==> src/rtl/instr_mem_loader.sv <==
// rtl/instr_mem_loader.sv - framed byte stream to instruction memory word writer
//
// Receives frames of the form 0xA5 | CNT_LO | CNT_HI | CNT x 4 data bytes | CHK.
// Data bytes are packed into 32-bit words with the first byte in the least
// significant position. Each word is written to BASE_ADDR + 4*index.
// CHK is the XOR of every byte after the 0xA5 header.
//
// Ports:
//   clk, rst_n           clock, asynchronous active-low reset
//   in_valid, in_data    byte stream input
//   in_ready             byte accepted when in_valid & in_ready
//   start                re-arm pulse, honoured only after a frame ends (DONE/ERR)
//   mem_we, mem_addr,    one-cycle word write to the instruction memory
//   mem_wdata
//   busy                 a frame is in progress (header seen, CHK not yet seen)
//   done, error          frame result, held until start
module instr_mem_loader #(
    parameter int          DEPTH     = 64,
    parameter logic [63:0] BASE_ADDR = 64'h0
) (
    input  logic        clk,
    input  logic        rst_n,
    input  logic        in_valid,
    input  logic [7:0]  in_data,
    output logic        in_ready,
    input  logic        start,
    output logic        mem_we,
    output logic [63:0] mem_addr,
    output logic [31:0] mem_wdata,
    output logic        busy,
    output logic        done,
    output logic        error
);

    localparam int          IDX_W   = $clog2(DEPTH + 1);
    localparam logic [16:0] DEPTH_W = 17'(DEPTH);
    localparam logic [7:0]  SYNC    = 8'hA5;

    typedef enum logic [2:0] {
        ST_IDLE,
        ST_CNT_LO,
        ST_CNT_HI,
        ST_DATA,
        ST_CHK,
        ST_DONE,
        ST_ERR
    } state_t;

    state_t             state;
    logic [15:0]        count;
    logic [IDX_W-1:0]   idx;
    logic [1:0]         byte_cnt;
    logic [23:0]        word;     // lower three bytes; the fourth comes straight from in_data
    logic [7:0]         acc;
    logic               xfer;
    logic [15:0]        count_new;

    assign xfer      = in_valid & in_ready;
    assign count_new = {in_data, count[7:0]};

    always_ff @(posedge clk or negedge rst_n) begin
        if (!rst_n) begin
            state     <= ST_IDLE;
            count     <= '0;
            idx       <= '0;
            byte_cnt  <= '0;
            word      <= '0;
            acc       <= '0;
            in_ready  <= 1'b1;
            mem_we    <= 1'b0;
            mem_addr  <= BASE_ADDR;
            mem_wdata <= '0;
            busy      <= 1'b0;
            done      <= 1'b0;
            error     <= 1'b0;
        end else begin
            mem_we <= 1'b0;
            case (state)
                ST_IDLE: begin
                    // Anything other than the sync byte is junk and is dropped.
                    if (xfer && in_data == SYNC) begin
                        state <= ST_CNT_LO;
                        busy  <= 1'b1;
                    end
                end
                ST_CNT_LO: begin
                    if (xfer) begin
                        count[7:0] <= in_data;
                        acc        <= acc ^ in_data;
                        state      <= ST_CNT_HI;
                    end
                end
                ST_CNT_HI: begin
                    if (xfer) begin
                        count[15:8] <= in_data;
                        acc         <= acc ^ in_data;
                        byte_cnt    <= '0;
                        // Rejecting oversize counts here keeps idx from ever wrapping.
                        if ({1'b0, count_new} > DEPTH_W) begin
                            state    <= ST_ERR;
                            busy     <= 1'b0;
                            error    <= 1'b1;
                            in_ready <= 1'b0;
                        end else if (count_new == 16'd0) begin
                            state <= ST_CHK;
                        end else begin
                            state <= ST_DATA;
                        end
                    end
                end
                ST_DATA: begin
                    if (xfer) begin
                        acc      <= acc ^ in_data;
                        byte_cnt <= byte_cnt + 2'd1;
                        if (byte_cnt == 2'd3) begin
                            mem_we    <= 1'b1;
                            mem_wdata <= {in_data, word};
                            mem_addr  <= BASE_ADDR + (64'(idx) << 2);
                            idx       <= idx + 1'b1;
                            if (16'(idx) + 16'd1 == count)
                                state <= ST_CHK;
                        end else begin
                            word[{byte_cnt, 3'b000} +: 8] <= in_data;
                        end
                    end
                end
                ST_CHK: begin
                    if (xfer) begin
                        busy     <= 1'b0;
                        in_ready <= 1'b0;
                        if (in_data == acc) begin
                            state <= ST_DONE;
                            done  <= 1'b1;
                        end else begin
                            state <= ST_ERR;
                            error <= 1'b1;
                        end
                    end
                end
                ST_DONE, ST_ERR: begin
                    if (start) begin
                        state    <= ST_IDLE;
                        done     <= 1'b0;
                        error    <= 1'b0;
                        idx      <= '0;
                        acc      <= '0;
                        byte_cnt <= '0;
                        mem_addr <= BASE_ADDR;
                        in_ready <= 1'b1;
                    end
                end
                default: begin
                    state    <= ST_IDLE;
                    in_ready <= 1'b1;
                    busy     <= 1'b0;
                end
            endcase
        end
    end

endmodule

==> config.mk <==
export PLATFORM = sky130hd
export DESIGN_NAME = instr_mem_loader
export DESIGN_NICKNAME = d
export VERILOG_FILES = /design/src/rtl/instr_mem_loader.sv
export SDC_FILE = /design/constraint.sdc
export NUM_CORES = 1
export LEC_CHECK = 0
export ABC_CLOCK_PERIOD_IN_PS = 3700
export CAP_MARGIN = 10
export CORE_MARGIN = 4
export CORE_UTILIZATION = 50
export CTS_CLUSTER_SIZE = 24
export DETAILED_ROUTE_END_ITERATION = 8
export GPL_ROUTABILITY_DRIVEN = 0
export PLACE_DENSITY = 0.8
export SLEW_MARGIN = 20
export SYNTH_ARGS = -nofsm -noshare
export SYNTH_HDL_FRONTEND = slang
export SYNTH_SLANG_ARGS = --single-unit
==> constraint.sdc <==
create_clock -name clk -period 3.7 [get_ports clk]
set_clock_uncertainty 0.2 [all_clocks]
set_input_delay 0.74 -clock clk [delete_from_list [all_inputs] [get_ports clk]]
set_output_delay 0.74 -clock clk [all_outputs]
set_load 0.01 [all_outputs]
After elaboration in Yosys (flattened, before gate mapping). Cells that the tools add are included.

$add $sub $neg: 4. Multipliers: 0. Divide/modulo/power cells: 0. Order comparisons: 1. Eq/ne operators: 22. Shift-type cells: 2. Muxes and demuxes: 47. Bitwise operators: 5. Reduce and logical (&&, ||, !) cells: 24.

Operators with widths (count): $mux W64 (3); $pmux W64 S2 (1); $mux W3 (10); $bwmux W24 (1); $shift A8 B7 Y24 const A (1); $shiftx A8 B7 Y24 (1); $ne A2 B2 Y1 const B (11); $mux W7 (3); $pmux W3 S6 (1); $eq A8 B16 Y1 (1); $gt A16 B7 Y1 const B (1); $logic_not A16 Y1 (1); $mux W8 (2); $pmux W8 S2 (1); $mux W1 (15); $pmux W7 S2 (1); $reduce_and A4 Y1 (3); $reduce_and A5 Y1 (2); $eq A3 B3 Y1 const B (3); $reduce_and A3 Y1 (3); $add A7 B1 Y8 const B (1); $eq A8 B8 Y1 (1); $eq A8 B8 Y1 const B (1); $mux W2 (4); other kinds (24) (33).

Register bits: 161. Latch bits: 0. Bits in writable memories: 0. Bits in read-only memories: 0. Input bits: 12. Output and inout port bits: 101. Word-level logic and storage cells: 119. Memories: 0.

Depth between registers and ports, before layout.
Depth after elaboration: 6. Mapped depth: 8. Gate-level depth less buffers: 7.

Least setup slack after synthesis. Ideal clock, no wire load.

Path kind: input to register. Start point: input port in_data[3]. End point: register state[0]. Library setup time: 95 ps. Data arrival time: 2056 ps. Data required time: 3405 ps. Setup slack: 1348 ps. Stages: 6. Buffers on the path: 1. Cells stage by stage: clkbuf_1 > xor2_1 > a2111oi_0 > nand2_1 > o211a_1 > o31ai_1.

Cells in the longest elaborated chain, start to end: 5. Elaborated cells on any way between the ends: 13. Classes of those cells: 1 x order compare; 3 x eq/ne; 6 x mux; 3 x reduce/logical.

RTL lines: start, declared (line 24) `input logic [7:0] in_data,`; branches (longest 5 deep; another with $gt A16 B7 Y1); end signal, assigned (line 100) `state <= ST_ERR;`; end signal, assigned (line 105) `state <= ST_CHK;`; end signal, assigned (line 107) `state <= ST_DATA;`; end, declared (line 49) `state_t state;`.

Several ways; the timed one is not identified. The select of a mux whose other input is x is not followed. A chain may end at the register's enable or synchronous reset.

Worst setup path in the final report.
Start point: input port in_data[6]. End point: register state[0].

The elaborated chain is that of the path after synthesis.

==> impl_metrics.csv <==
group,metric,value,unit
status,status,"complete, no violations",
sta,setup_tns,0,ns
power_and_ir_drop,p_clk_share,35.8,%
clocking,cts_buffers,9,
critical_path,startpoint_type,"input pin",
final_layout,nFillCells,923,
clocking,clock-root-buffer,"clkbuf_8",
power_and_ir_drop,sw_frac_of_total,22.5,%
sta,finalSetupViolCount,0,
power_and_ir_drop,p_int,1.48,mW
synth,yosysWarnings,0,
synth,ys_types,53,
grt,grt_use_total,18.7,%
final_layout,diodes,0,
critical_path,path_cells,"clkdlybuf4s50_1 > nor4_1 > nand3_1 > a21o_1 > o211a_1 > o31ai_1",
floorplanning,core,10300,µm²
power_and_ir_drop,power,1.91,mW
synth,synth_area_leaders,"dfrtp_1 (49%), nand2_1 (13%), buf_4 (8.3%)",
grt,antenna_found_initial,0,
power_and_ir_drop,power_density,324,nW/µm²
sta,hold_viol_final,0,
drt,routed_wl,11.4,mm
floorplanning,initial_utilization,51.1,%
critical_path,cp_num_cells,6,
sta,rsz0062_at_grt,"false",
drt,wl_per_cell,14.9,µm
floorplanning,pin_count,113,
grt,grt_pass1_vias,3869,
grt,grt_max_degree,56,
final_layout,area_growth,12.2,%
critical_path,path_class,"in -> reg",
critical_path,r2r_cells,6,
critical_path,slowest_stage,"nor4_1",
sta,worst_pin_slew,0.928,ns
critical_path,rr_endpoint,"word[1]$_DFFE_PN0P_",
power_and_ir_drop,power_switching,0.431,mW
critical_path,reg2reg_slack,0.95,ns
clocking,post-cts-setup-buffers,0,
drt,drt_iter0_markers,303,
sta,maxSlewHeadroom,38.0,%
clocking,clk-insertion-delay-late,0.37,ns
sta,finalCritPeriodShare,78.6,%
job,max_cap_viol_count,0,
drt,drc,0,
critical_path,end_kind,"flop",
drt,routed_via_density,5.24,
critical_path,cpLargestDelayFamily,"simple AND/OR/NAND/NOR gates",
power_and_ir_drop,peakVddDrop,0.220,mV
final_layout,regArea,2600,µm²
drt,drt-pass1-iter-count,7,
final_layout,multi_input_area,2300,µm²
floorplanning,die_w,111,µm
floorplanning,placementRows,37,
clocking,cts_buffer_depth,2,
place,hpwl,8.22,mm
critical_path,cpPeakStageDelay,0.74,ns
clocking,cts_tree,"built",
synth,synthFlopType,"dfrtp_1",
clocking,htreeDepth,3,
critical_path,worstPathRequired,3.77,ns
grt,grt_overflow,0,
power_and_ir_drop,combPwrFrac,4.9,%
floorplanning,die_y,111,µm
final_layout,final_nets,646,
clocking,cts_resized,0,
floorplanning,die-area,12200,µm²
synth,synth_cells,584,
synth,yosys.cell_count.top_type,"nand2_1",
sta,fmax,0.344,GHz
synth,ys_ff_latch,104,
power_and_ir_drop,seqPwrFrac,59.3,%
sta,min_period,2.91,ns
critical_path,cp_num_buf_inv,1,
synth,seq_area_frac_synth,49.6,%
sta,drv_slew,0,
critical_path,r2r-start,"state[1]$_DFFE_PN0P_",
clocking,clkTransAtPathRegs,0.09,ns
drt,vias,4026,
synth,synth_area,5250,µm²
critical_path,crit_arrival,2.98,ns
min_path,hp-class,"in -> async",
grt,grt_pass1_wl,18.9,mm
power_and_ir_drop,p_leak,2.88,nW
synth,synth-edff-count,0,
final_layout,layout-drive-gt1-share,7.44,%
place,port-buffer-count,55,
synth,synthTopCellsByCount,"nand2_1 (180), dfrtp_1 (103), buf_4 (58)",
synth,synth_area_per_cell,9.00,µm²
synth,synth_top_area_share,49.1,%
critical_path,cp-startpoint,"in_data[6]",
clocking,cts_hold_buffers,0,
critical_path,worstPathMaxFanout,9,
synth,synth_top_area_cell,"dfrtp_1",
drt,antenna_left,0,
clocking,cts.sinks,104,
critical_path,cp-endpoint,"state[0]$_DFFE_PN0P_",
synth,async_flop_share,100,%
-- worst reg2reg max path: cells and delay by family (launching register included) --
family,cells,cell delay (ns)
AOI/OAI and AO/OA,1,0.09
and+or+nand+nor,5,1.68
DFF,1,0.65
-- cell usage in the layout, fill, tap and decap left out, types with 10 or more instances in the layout --
cell,netlist,layout
clkbuf_8,0,10
nor2_1,15,15
o21ai_0,54,54
nand2b_1,12,12
dfrtp_1,103,103
nand2_1,180,180
nand3_1,19,18
mux2_2,16,16
clkdlybuf4s50_1,0,54
conb_1,1,57
-- through the flow --
step                worst slack (ns)  area (µm²)  instances  utilization, %  hold slack (ns)
floorplan                       1.35        5460        640               -            0.239
global route                   0.620        5900        768            57.4            0.254
global placement               0.468        5710        753            55.6            0.252
finish                         0.792        5900        768            57.4            0.208
detailed placement             0.465        5710        753            55.6            0.261
CTS                            0.858        5900        768            57.4            0.226
-- power by group through the flow --
| stage | clock, mW | sequential (mW) | combinational (mW) |
|---|---|---|---|
| 6_report | 0.685 | 1.14 | 0.0929 |
| 2_1_floorplan | 0 | 1.16 | 0.0887 |
| 4_1_cts | 0.702 | 1.14 | 0.0923 |
| 5_1_grt | 0.751 | 1.14 | 0.103 |
| 3_5_place_dp | 0 | 1.16 | 0.0919 |
| 3_3_place_gp | 0 | 1.16 | 0.0902 |
-- metal layers --
layer	vias up	wire length, µm	track usage, %
li1	1915	-	-
met1	1959	4900	24.3
met2	134	5640	31.3
met3	18	623	3.34
met4	0	243	7.06
met5	-	0	0
-- how the worst min path moves through the flow --
| stage | to | startpoint | cells after the start |
|---|---|---|---|
| floorplan | acc[0]$_DFFE_PN0P_ | rst_n | 0 |
| global placement | mem_wdata[6]$_DFFE_PN0P_ | word[6]$_DFFE_PN0P_ | 2 |
| detailed placement | mem_wdata[4]$_DFFE_PN0P_ | word[4]$_DFFE_PN0P_ | 2 |
| CTS | mem_we$_DFF_PN0_ | rst_n | 1 |
| global route | idx[2]$_DFFE_PN0P_ | rst_n | 1 |
| finish | mem_we$_DFF_PN0_ | rst_n | 1 |
-- cell families (layout without fill, tap and decap cells) --
| kind of cell | after synthesis | after routing | synth area share [%] |
|---|---|---|---|
| simple gates | 262 | 262 | 22.0 |
| flops | 104 | 104 | 49.6 |
| compound gates | 92 | 92 | 10.8 |
| buf+inv | 92 | 84 | 10.8 |
| mux | 16 | 16 | 3.43 |
| xor+xnor | 11 | 11 | 1.83 |
| fa+ha+maj | 6 | 6 | 1.43 |
| other cells | 1 | 57 | 0.0714 |
-- registers in the layout (all words and copies together) (netlist names) --
name       count
error          1
word          24
done           1
mem_addr       7
acc            8
mem_we         1
state          3
mem_wdata     32
byte_cnt       2
count         16
busy           1
idx            7
in_ready       1
-- cell type report --
type / count / area share [%]
tap: 136 / 2.89
inverter: 7 / 0.446
sequential: 104 / 44.2
multi-input combinational: 444 / 38.9
timing repair buffer: 62 / 10.4
clock buffer: 12 / 2.46
clock inverter: 3 / 0.721
No activity file was read; power rests on OpenSTA's default activity.
